--- src/rtl/alarm_mode_ctrl.sv ---
`default_nettype none
// ============================================================================
// Module   : alarm_mode_ctrl
// Purpose  : MM:SS alarm clock mode sequencer: button steering, alarm match,
//            ring/snooze timing and display digit selection.
// Revision : 1.0 - initial release
// ============================================================================
module alarm_mode_ctrl #(
  parameter int RING_SECS   = 60,
  parameter int SNOOZE_SECS = 300
) (
  input  logic       clk,
  input  logic       reset,
  input  logic       tick_1hz_i,
  input  logic       mode_p_i,
  input  logic       inc_p_i,
  input  logic       ack_p_i,
  input  logic [3:0] t0_i,
  input  logic [3:0] t1_i,
  input  logic [3:0] t2_i,
  input  logic [3:0] t3_i,
  input  logic [3:0] a0_i,
  input  logic [3:0] a1_i,
  input  logic [3:0] a2_i,
  input  logic [3:0] a3_i,
  output logic       inc_time_o,
  output logic       inc_alarm_o,
  output logic       buzzer_o,
  output logic       armed_o,
  output logic [2:0] state_o,
  output logic [3:0] d0_o,
  output logic [3:0] d1_o,
  output logic [3:0] d2_o,
  output logic [3:0] d3_o
);

  localparam logic [2:0] c_RUN       = 3'd0;
  localparam logic [2:0] c_SET_TIME  = 3'd1;
  localparam logic [2:0] c_SET_ALARM = 3'd2;
  localparam logic [2:0] c_RINGING   = 3'd3;
  localparam logic [2:0] c_SNOOZE    = 3'd4;

  localparam logic [5:0]  c_RING_LIMIT = RING_SECS[5:0];
  localparam logic [8:0]  c_SNOOZE_LD  = SNOOZE_SECS[8:0];
  localparam logic [15:0] c_BLANK      = {4{4'b1010}};

  logic [2:0]  state_q, state_d;
  logic        armed_q, armed_d;
  logic [5:0]  ring_cnt_q, ring_cnt_d;
  logic [8:0]  snooze_cnt_q, snooze_cnt_d;
  logic        flash_q, flash_d;
  logic        inc_time_q, inc_time_d;
  logic        inc_alarm_q, inc_alarm_d;
  logic        buzzer_q, buzzer_d;
  logic [15:0] digits_q, digits_d;

  logic [15:0] w_time;
  logic [15:0] w_alarm;
  logic        w_match;
  logic [5:0]  w_ring_next;

  assign w_time      = {t3_i, t2_i, t1_i, t0_i};
  assign w_alarm     = {a3_i, a2_i, a1_i, a0_i};
  assign w_match     = (w_time == w_alarm);
  assign w_ring_next = (ring_cnt_q == 6'h3F) ? ring_cnt_q : ring_cnt_q + 6'd1;

  always_ff @(posedge clk) begin
    if (reset) begin
      state_q      <= c_RUN;
      armed_q      <= 1'b0;
      ring_cnt_q   <= 6'd0;
      snooze_cnt_q <= 9'd0;
      flash_q      <= 1'b0;
      inc_time_q   <= 1'b0;
      inc_alarm_q  <= 1'b0;
      buzzer_q     <= 1'b0;
      digits_q     <= w_time;
    end else begin
      state_q      <= state_d;
      armed_q      <= armed_d;
      ring_cnt_q   <= ring_cnt_d;
      snooze_cnt_q <= snooze_cnt_d;
      flash_q      <= flash_d;
      inc_time_q   <= inc_time_d;
      inc_alarm_q  <= inc_alarm_d;
      buzzer_q     <= buzzer_d;
      digits_q     <= digits_d;
    end
  end

  // A button only pre-empts lower-priority events when it has an effect in
  // the current state; an ignored press leaves ticks free to act.
  always_comb begin
    state_d      = state_q;
    armed_d      = armed_q;
    ring_cnt_d   = ring_cnt_q;
    snooze_cnt_d = snooze_cnt_q;
    flash_d      = flash_q;
    case (state_q)
      c_RUN: begin
        if (ack_p_i) begin
          armed_d = ~armed_q;
        end else if (mode_p_i) begin
          state_d = c_SET_TIME;
        end else if (tick_1hz_i && armed_q && w_match) begin
          state_d    = c_RINGING;
          ring_cnt_d = 6'd0;
          flash_d    = 1'b0;
        end
      end
      c_SET_TIME: begin
        if (mode_p_i) state_d = c_SET_ALARM;
      end
      c_SET_ALARM: begin
        if (mode_p_i) state_d = c_RUN;
      end
      c_RINGING: begin
        if (ack_p_i) begin
          state_d = c_RUN;
        end else if (inc_p_i) begin
          state_d      = c_SNOOZE;
          snooze_cnt_d = c_SNOOZE_LD;
        end else if (tick_1hz_i) begin
          ring_cnt_d = w_ring_next;
          flash_d    = ~flash_q;
          if (w_ring_next == c_RING_LIMIT) state_d = c_RUN;
        end
      end
      c_SNOOZE: begin
        if (ack_p_i) begin
          state_d = c_RUN;
        end else if (tick_1hz_i) begin
          if (snooze_cnt_q <= 9'd1) begin
            snooze_cnt_d = 9'd0;
            state_d      = c_RINGING;
            ring_cnt_d   = 6'd0;
            flash_d      = 1'b0;
          end else begin
            snooze_cnt_d = snooze_cnt_q - 9'd1;
          end
        end
      end
      default: state_d = c_RUN;
    endcase
  end

  // Outputs are computed from the next state so they land on the same edge.
  always_comb begin
    inc_time_d  = (state_q == c_SET_TIME)  && inc_p_i && !mode_p_i;
    inc_alarm_d = (state_q == c_SET_ALARM) && inc_p_i && !mode_p_i;
    buzzer_d    = (state_d == c_RINGING);
    if (state_d == c_SET_ALARM) begin
      digits_d = w_alarm;
    end else if ((state_d == c_RINGING) && flash_d) begin
      digits_d = c_BLANK;
    end else begin
      digits_d = w_time;
    end
  end

  assign inc_time_o  = inc_time_q;
  assign inc_alarm_o = inc_alarm_q;
  assign buzzer_o    = buzzer_q;
  assign armed_o     = armed_q;
  assign state_o     = state_q;
  assign d0_o        = digits_q[3:0];
  assign d1_o        = digits_q[7:4];
  assign d2_o        = digits_q[11:8];
  assign d3_o        = digits_q[15:12];

endmodule
`default_nettype wire
--- config.mk ---
export PLATFORM = sky130hd
export DESIGN_NAME = alarm_mode_ctrl
export DESIGN_NICKNAME = d
export VERILOG_FILES = /design/src/rtl/alarm_mode_ctrl.sv
export SDC_FILE = /design/constraint.sdc
export NUM_CORES = 1
export LEC_CHECK = 0
export BUFFER_PORTS_ARGS = -buffer_cell sky130_fd_sc_hd__clkbuf_2
export CORE_MARGIN = 2
export CORE_UTILIZATION = 30
export CTS_CLUSTER_SIZE = 10
export DETAILED_ROUTE_END_ITERATION = 10
export PLACE_DENSITY = 0.59
export SLEW_MARGIN = 5
export SYNTH_ARGS = -nofsm -noshare
export SYNTH_HDL_FRONTEND = slang
export SYNTH_SLANG_ARGS = --single-unit
--- constraint.sdc ---
create_clock -name clk -period 3.6 [get_ports clk]
set_clock_uncertainty 0.05 [all_clocks]
set_input_delay 0 -clock clk [delete_from_list [all_inputs] [get_ports clk]]
set_output_delay 0 -clock clk [all_outputs]
set_load 0.005 [all_outputs]
==> out/qor.yml, run 1 <==
status: "completed"
area_growth_pct: 35.9
cts_root_buf: "clkbuf_8"
numPortBuffers: 60
arrival_ps: 3020
worstHoldEndpoint: "inc_alarm_o"
die_w_um: 89.6
synth_compound_area_frac: 0.215
grt_pass1_vias: 2097
diodes: 0
fin_util: 0.416
remaining_drc_errors: 0
critPathTopFamily: "compound AO/OA/AOI/OAI gates"
critPathMaxFanout: 8
synth_simple_gate_area_frac: 0.292
yosysTopAreaCell: "dfxtp_1"
cts_tree: "built"
crit_chain: "ha_1, nand3_1, or4_1, o21ai_0, o221ai_1, o21ai_2, nand3_1, dlygate4sd3_1"
reg2reg_depth: 8
place_area_um2: 2570
async_reset_ff_frac: 0
drtIter0Drc: 90
cp-start-kind: "flop"
synth_top_cell_area_share: 0.355
clockBufferDepth: 2
gp_congestion: 0.793
dpl_worst_slack_ps: 1280
rsz0062_at_grt: "false"
synthFlopType: "dfxtp_1"
fp.dieH_um: 89.6
fin_crit_ps: 2890
cts_setup_buffers: 0
post-dp-hpwl_um: 4160
grt.overflow.total: 0
synth_edf_count: 0
path_buf_inv: 1
cts_inserted_buffers: 5
finalPower_uw: 912
end_kind: "flop"
synth_nets: 308
final_area_um2: 2990
drive_above_1_share: 0.237
r2r_end: "digits_q[9]"
synthXorXnorAreaFrac: 0.0837
ios: 61
hp-class: "in2reg"
wire_per_inst_um: 13.1
grt_max_degree: 20
cap_violations: 0
cp_slowest_cell: "dlygate4sd3_1"
insertion_delay_ps: 290
tns_ps: 0
yosysWarnings: 0
grt_pass1_wl_um: 9810
worst_pin_slew_ps: 678
vias_per_cell: 4.88
p_per_area_nw_per_um2: 306
hold_path_depth: 3
slew_headroom: 0.544
dieArea_um2: 8020
core_area_um2: 7180
clock-sinks: 39
yosys_register_bits: 39
critPathMaxStageDelay_ps: 580
ir_drop_uv: 157
synth_cell_types: 56
track_usage: 0.155
syn_area_um2: 2200
rows: 31
drv_slew: 0
dr.pass1.iters: 4
syn-mean-instance-area_um2: 8.23
min_period_over_period: 0.801
path_class: "reg2reg"
setup_viol: 0
yosysSeqAreaShare: 0.355
fin_nets: 398
synthMuxAreaShare: 0
cts_htree_levels: 2
antenna_found_initial: 0
hold_path_startpoint: "mode_p_i"
routed_wl_um: 6000
crit_required_ps: 3730
hold_violations: 0
num_vias: 2228
ys_top_cells_by_area: "dfxtp_1 (36%), nand2_1 (7.9%), xor2_1 (6.0%)"
start_util: 0.306
p_leak_nw: 1.23
synth_cells: 267
clk_pin_slew_ps: 80
drtAntennaViolNets: 0
ff2ff_setup_slack_ps: 710
r2r-start: "ring_cnt_q[0]"
timing.critical_path.mode_cell: "nand3_1"
setup_slack_ps: 715
synth_adder_area_share: 0.0171
synth_top_family_by_area: "simple AND/OR/NAND/NOR gates"
fmax_mhz: 347
cells in the final DEF, fill, tap and decap left out, types with 2 or more instances in the layout:
cell type / n
o21ai_0: 8
nor2b_1: 2
dfxtp_1: 39
nand2_1: 46
nor3_1: 6
and3_1: 2
clkbuf_1: 2
nand3_1: 17
a31oi_1: 2
inv_1: 7
nor2_1: 17
dlygate4sd3_1: 33
o31ai_1: 2
o21ai_2: 9
clkbuf_8: 5
nand2b_1: 3
nor4_1: 2
or2_1: 2
or3b_1: 3
nand4bb_1: 2
a41oi_1: 2
clkbuf_2: 60
xnor2_1: 6
nor3b_1: 2
a21oi_1: 14
or2_2: 2
a211oi_1: 9
or3_1: 4
a211o_1: 2
xor2_1: 15
nand4_1: 4
ha_1: 3
sequential cells by signal, summed over array words and instances, names as in the netlist:
register / count
digits_q: 16
flash_q: 1
buzzer_o: 1
ring_cnt_q: 6
state_o: 3
inc_alarm_o: 1
armed_o: 1
inc_time_o: 1
snooze_cnt_q: 9
synthesized netlist by cell type (2+ instances only):
| cell type | n |
|---|---|
| a31oi_1 | 2 |
| o21ai_0 | 8 |
| o31ai_1 | 2 |
| nor2b_1 | 2 |
| nand3_1 | 17 |
| nand4bb_1 | 2 |
| inv_1 | 7 |
| buf_2 | 2 |
| nand4_1 | 4 |
| or3_1 | 4 |
| a211oi_1 | 9 |
| or2_2 | 2 |
| xor2_1 | 15 |
| a21oi_1 | 14 |
| nand2b_1 | 3 |
| nor2_1 | 17 |
| ha_1 | 3 |
| a211o_1 | 2 |
| o21ai_2 | 9 |
| nor4_1 | 2 |
| nand2_1 | 46 |
| and3_1 | 2 |
| or2_1 | 2 |
| nor3b_1 | 2 |
| a41oi_1 | 2 |
| nor3_1 | 6 |
| clkbuf_1 | 7 |
| xnor2_1 | 6 |
| dfxtp_1 | 39 |
| or3b_1 | 3 |
cell type report:
type	count	area, um^2
inverters	7	26.3
clock inverters	1	5.00
well taps	99	124
fillers	748	4190
flip-flops and latches	39	781
multi-input cells	210	1340
clock buffers	7	76.3
repair buffers	94	638
where the power goes:
group / switching, mW / internal, mW
logic: 0.0697 / 0.0852
registers: 0.0114 / 0.449
clock network: 0.161 / 0.136
total: 0.242 / 0.671
how the worst max path moves through the flow:
stage / end / slack [ps] / start / depth (start not counted)
3_5_place_dp: ring_cnt_q[5] / 1280 / state_o[1] / 6
3_3_place_gp: ring_cnt_q[5] / 1330 / state_o[1] / 6
2_1_floorplan: ring_cnt_q[0] / 1550 / state_o[1] / 8
5_1_grt: digits_q[9] / 510 / ring_cnt_q[0] / 8
6_report: digits_q[9] / 710 / ring_cnt_q[0] / 8
4_1_cts: digits_q[9] / 750 / ring_cnt_q[0] / 8
kinds of logic after synthesis:
logic type	after synthesis
compound gates	63
xor+xnor	21
fa+ha+maj	3
buf+inv	18
flops	39
simple gates	123
stage by stage:
stage               std cells  hold WS, ps
CTS                       457         16.6
finish                    457         24.3
floorplan                 267         62.6
detailed placement        416          181
global placement          416          182
global route              457         52.1
worst min-delay path, delay by kind of cell:
kind | cells | cell delay (ps)
AND/OR/NAND/NOR | 2 | 180
buffers and inverters | 1 | 150
what timing repair did:
item                                   4_1_cts  5_1_grt
hold buffers                                33        0
endpoints found under the hold margin       17        0
resized for setup                            0        0
routing by layer:
| metal | GRT usage | part of all wire |
|---|---|---|
| met1 | 0.200 | 0.45 |
| met2 | 0.261 | 0.49 |
| met3 | 0.0375 | 0.052 |
| met4 | 0.0421 | 0.013 |
| met5 | 0 | 0 |
Note: power is estimated with default switching activity, not from simulation.
==> run 2, diff against run 1 <==
- clock period: 3.6 -> 2.8 ns (I/O delays scaled with it)
==> out/qor.yml, run 2 (same netlist as run 1, synthesis figures left out) <==
dpl.cell_count: 417
registers.top_by_ff_count: "digits_q"
final_cells: 463
die_w_um: 89.6
hold_violations: 0
place_area_um2: 2580
fmax_mhz: 373
nFillCells: 718
clk_pin_slew_ps: 70
post-dp-hpwl_um: 4200
grt_pass1_vias: 2208
clockBufferDepth: 2
cts_tree: "built"
rows: 31
cts_htree_levels: 2
p_leak_nw: 1.27
p_per_area_nw_per_um2: 378
dieArea_um2: 8020
crit_required_ps: 2970
cts_inserted_buffers: 5
grt_max_degree: 20
wire_per_inst_um: 13.2
drv_slew: 0
ff2ff_setup_slack_ps: 120
diodes: 0
routed_wl_um: 6100
slew_headroom: 0.533
path_class: "reg2reg"
insertion_delay_ps: 280
hold_path_startpoint: "ack_p_i"
hold_path_depth: 2
end_kind: "flop"
dr.pass1.iters: 4
core_area_um2: 7180
ios: 61
reg.largest.list: "digits_q (16), snooze_cnt_q (9), ring_cnt_q (6)"
vias_per_cell: 4.91
largest_reg_flops: 16
grt_pass1_wl_um: 10100
reg2reg_depth: 7
arrival_ps: 2860
gp_congestion: 0.781
finalPower_mw: 1.16
fin_nets: 404
min_period_over_period: 0.958
r2r-start: "snooze_cnt_q[4]"
worstHoldEndpoint: "state_o[2]"
antenna_found_initial: 0
hold_ws_ps: 9.86
drive_above_1_share: 0.277
final_common_cell: "clkbuf_2"
setup_viol: 0
cts_root_buf: "clkbuf_8"
status: "completed"
hp-class: "in2reg"
critPathMaxFanout: 8
remaining_drc_errors: 0
start_util: 0.306
area_growth_pct: 39.5
drtAntennaViolNets: 0
layout_common_cells: "clkbuf_2 (60), nand2_1 (46), dfxtp_1 (35), dlygate4sd3_1 (32), nand3_1 (17)"
fin_util: 0.427
cp-start-kind: "flop"
numPortBuffers: 60
worst_pin_slew_ps: 694
fp.dieH_um: 89.6
final_area_um2: 3070
drtIter0Drc: 96
grt.overflow.total: 0
ir_drop_uv: 191
clock-sinks: 39
cap_violations: 0
num_vias: 2272
track_usage: 0.159
r2r_end: "digits_q[12]"
fin_crit_ps: 2680
[run 2: worst max path at each step]
stage,end,slack (ps),cells after the start,from
floorplan,ring_cnt_q[0],750,8,state_o[1]
global placement,ring_cnt_q[5],570,6,state_o[1]
detailed placement,ring_cnt_q[5],500,6,state_o[1]
CTS,digits_q[2],30,7,state_o[1]
global route,digits_q[6],-3,7,snooze_cnt_q[4]
finish,digits_q[12],120,7,snooze_cnt_q[4]
[run 2: area by class of cell]
type                    instances  area (um^2)  share of cell area
inverters                       7         26.3             0.00857
well taps                      99          124              0.0404
flip-flops and latches         39          788               0.257
repair buffers                100          681               0.222
clock buffers                   7         76.3              0.0249
multi-input cells             210         1370               0.445
clock inverters                 1         5.00             0.00163
[run 2: what timing repair did]
| item | 4_1_cts | 5_1_grt |
|---|---|---|
| hold buffers | 32 | 0 |
| endpoints found under the setup margin | 0 | 8 |
| hold endpoints to repair | 16 | 0 |
| setup buffers | 0 | 6 |
| gates resized for setup | 0 | 11 |
[run 2: through the flow]
stage               TNS (ps)  setup slack (ps)
floorplan                  0               753
global placement           0               569
detailed placement         0               499
CTS                        0              27.2
global route           -3.21             -3.21
finish                     0               117
[run 2: layer usage]
layer | wire [um] | track usage | share of wire
met2 | 2910 | 0.263 | 0.48
met1 | 2710 | 0.199 | 0.44
met3 | 348 | 0.0457 | 0.057
met4 | 127 | 0.0502 | 0.021
met5 | 0 | 0 | 0
[run 2: critical path, stage by stage (launching register included)]
cell and delay (ps):
dfxtp_1 360, nor4_4 420, a31oi_1 180, a2111o_1 410, o311a_4 330, o21a_4 180, o21ai_2 130, dlygate4sd3_1 550
[run 2: power by group]
part	switching (mW)	internal (mW)	total (mW)
logic	0.0921	0.108	0.201
registers	0.0139	0.577	0.591
clock network	0.193	0.175	0.369
total	0.299	0.861	1.16
==> run 3, diff against run 2 <==
- CELL_PAD_IN_SITES_DETAIL_PLACEMENT: not set -> 1
- CELL_PAD_IN_SITES_GLOBAL_PLACEMENT: not set -> 1
- PLACE_DENSITY: 0.59 -> 0.73
==> out/qor.yml, run 3 (same netlist as run 1, synthesis figures left out) <==
vias_per_cell: 4.99
clk_pin_slew_ps: 90
ir_drop_uv: 176
die_w_um: 89.6
final_common_cell: "clkbuf_2"
path_class: "reg2reg"
layout_common_cells: "clkbuf_2 (60), nand2_1 (46), dfxtp_1 (39), dlygate4sd3_1 (33)"
r2r-start: "ring_cnt_q[0]"
remaining_drc_errors: 0
cp-start-kind: "flop"
antenna_found_initial: 0
grt_pass1_wl_um: 12000
fin_nets: 401
reg2reg_depth: 7
routed_wl_um: 7490
slew_headroom: 0.611
p_per_area_nw_per_um2: 392
dpl_worst_slack_ps: 435
ctsHoldBuffers: 33
ios: 61
gp_congestion: 0.767
wire_per_inst_um: 16.3
largest_reg_flops: 16
setup_slack_ps: 381
rsz0062_at_grt: "false"
end_kind: "flop"
num_vias: 2297
arrival_ps: 2520
fin_crit_ps: 2420
drtIter0Drc: 77
ff2ff_setup_slack_ps: 380
cts_setup_buffers: 0
crit_required_ps: 2900
dieArea_um2: 8020
cts_inserted_buffers: 5
finalPower_mw: 1.18
cts_htree_levels: 2
critPathMaxFanout: 8
post_cts_resized: 0
clockBufferDepth: 2
fp.dieH_um: 89.6
area_growth_pct: 37.1
grt.overflow.total: 0
tns_ps: 0
post-dp-hpwl_um: 4910
hold_violations: 0
start_util: 0.306
p_leak_nw: 1.24
worst_pin_slew_ps: 584
cts_tree: "built"
rows: 31
registers.top_by_ff_count: "digits_q"
critPathCapture: "digits_q[5]"
clock-sinks: 39
numPortBuffers: 60
drtAntennaViolNets: 0
cts_root_buf: "clkbuf_8"
hp-class: "in2reg"
cap_violations: 0
drive_above_1_share: 0.247
reg.largest.list: "digits_q (16), snooze_cnt_q (9), ring_cnt_q (6)"
status: "completed"
core_area_um2: 7180
crit_start: "ring_cnt_q[0]"
fmax_mhz: 413
grt_max_degree: 20
diodes: 0
grt_pass1_vias: 2484
dr.pass1.iters: 4
track_usage: 0.194
drv_slew: 0
setup_viol: 0
insertion_delay_ps: 300
min_period_over_period: 0.864
r2r_end: "digits_q[5]"
run 3: worst min path at each step:
| stage | endpoint | slack [ps] | depth (start not counted) | startpoint |
|---|---|---|---|---|
| CTS | inc_alarm_o | 20 | 3 | mode_p_i |
| detailed placement | digits_q[2] | 180 | 3 | a0_i[2] |
| finish | inc_alarm_o | 20 | 3 | mode_p_i |
| global placement | digits_q[6] | 180 | 3 | a1_i[2] |
| global route | inc_alarm_o | 30 | 3 | mode_p_i |
| floorplan | digits_q[0] | 60 | 2 | a0_i[0] |
run 3: power by group:
group	leakage [nW]	total, mW	switching (mW)	internal [mW]
clock network	0.0422	0.385	0.210	0.175
logic	0.880	0.202	0.0985	0.104
registers	0.321	0.593	0.0157	0.577
run 3: critical path, cell delays in order, from the launching register on:
cell      delay [ps]
dfxtp_1          420
ha_1             320
nand3_1          150
or4_1            410
o21ai_0          100
o221ai_1         260
o21ai_2          430
nand3_1          140
run 3: final cells by class:
cell class,count,area (um^2)
clock inverter,1,5.00
inverter,7,26.3
clock buffer,7,76.3
timing repair buffer,97,661
tap,99,124
sequential,39,781
multi-input combinational,210,1340
fill,875,4160
run 3: stage by stage:
step	util	hold WS, ps	instances	area [um^2]
after floorplan	-	62.6	267	2200
after global placement	0.363	179	419	2600
after detailed placement	0.363	182	419	2600
after CTS	0.420	19.0	460	3010
after global routing	0.420	26.9	460	3010
final	0.420	20.6	460	3010
run 3: metal layers:
metal,vias to the layer above,part of all wire,track usage
li1,1138,-,-
met5,-,0,0
met2,61,0.51,0.352
met3,14,0.044,0.0457
met4,0,0.021,0.0624
met1,1084,0.43,0.225
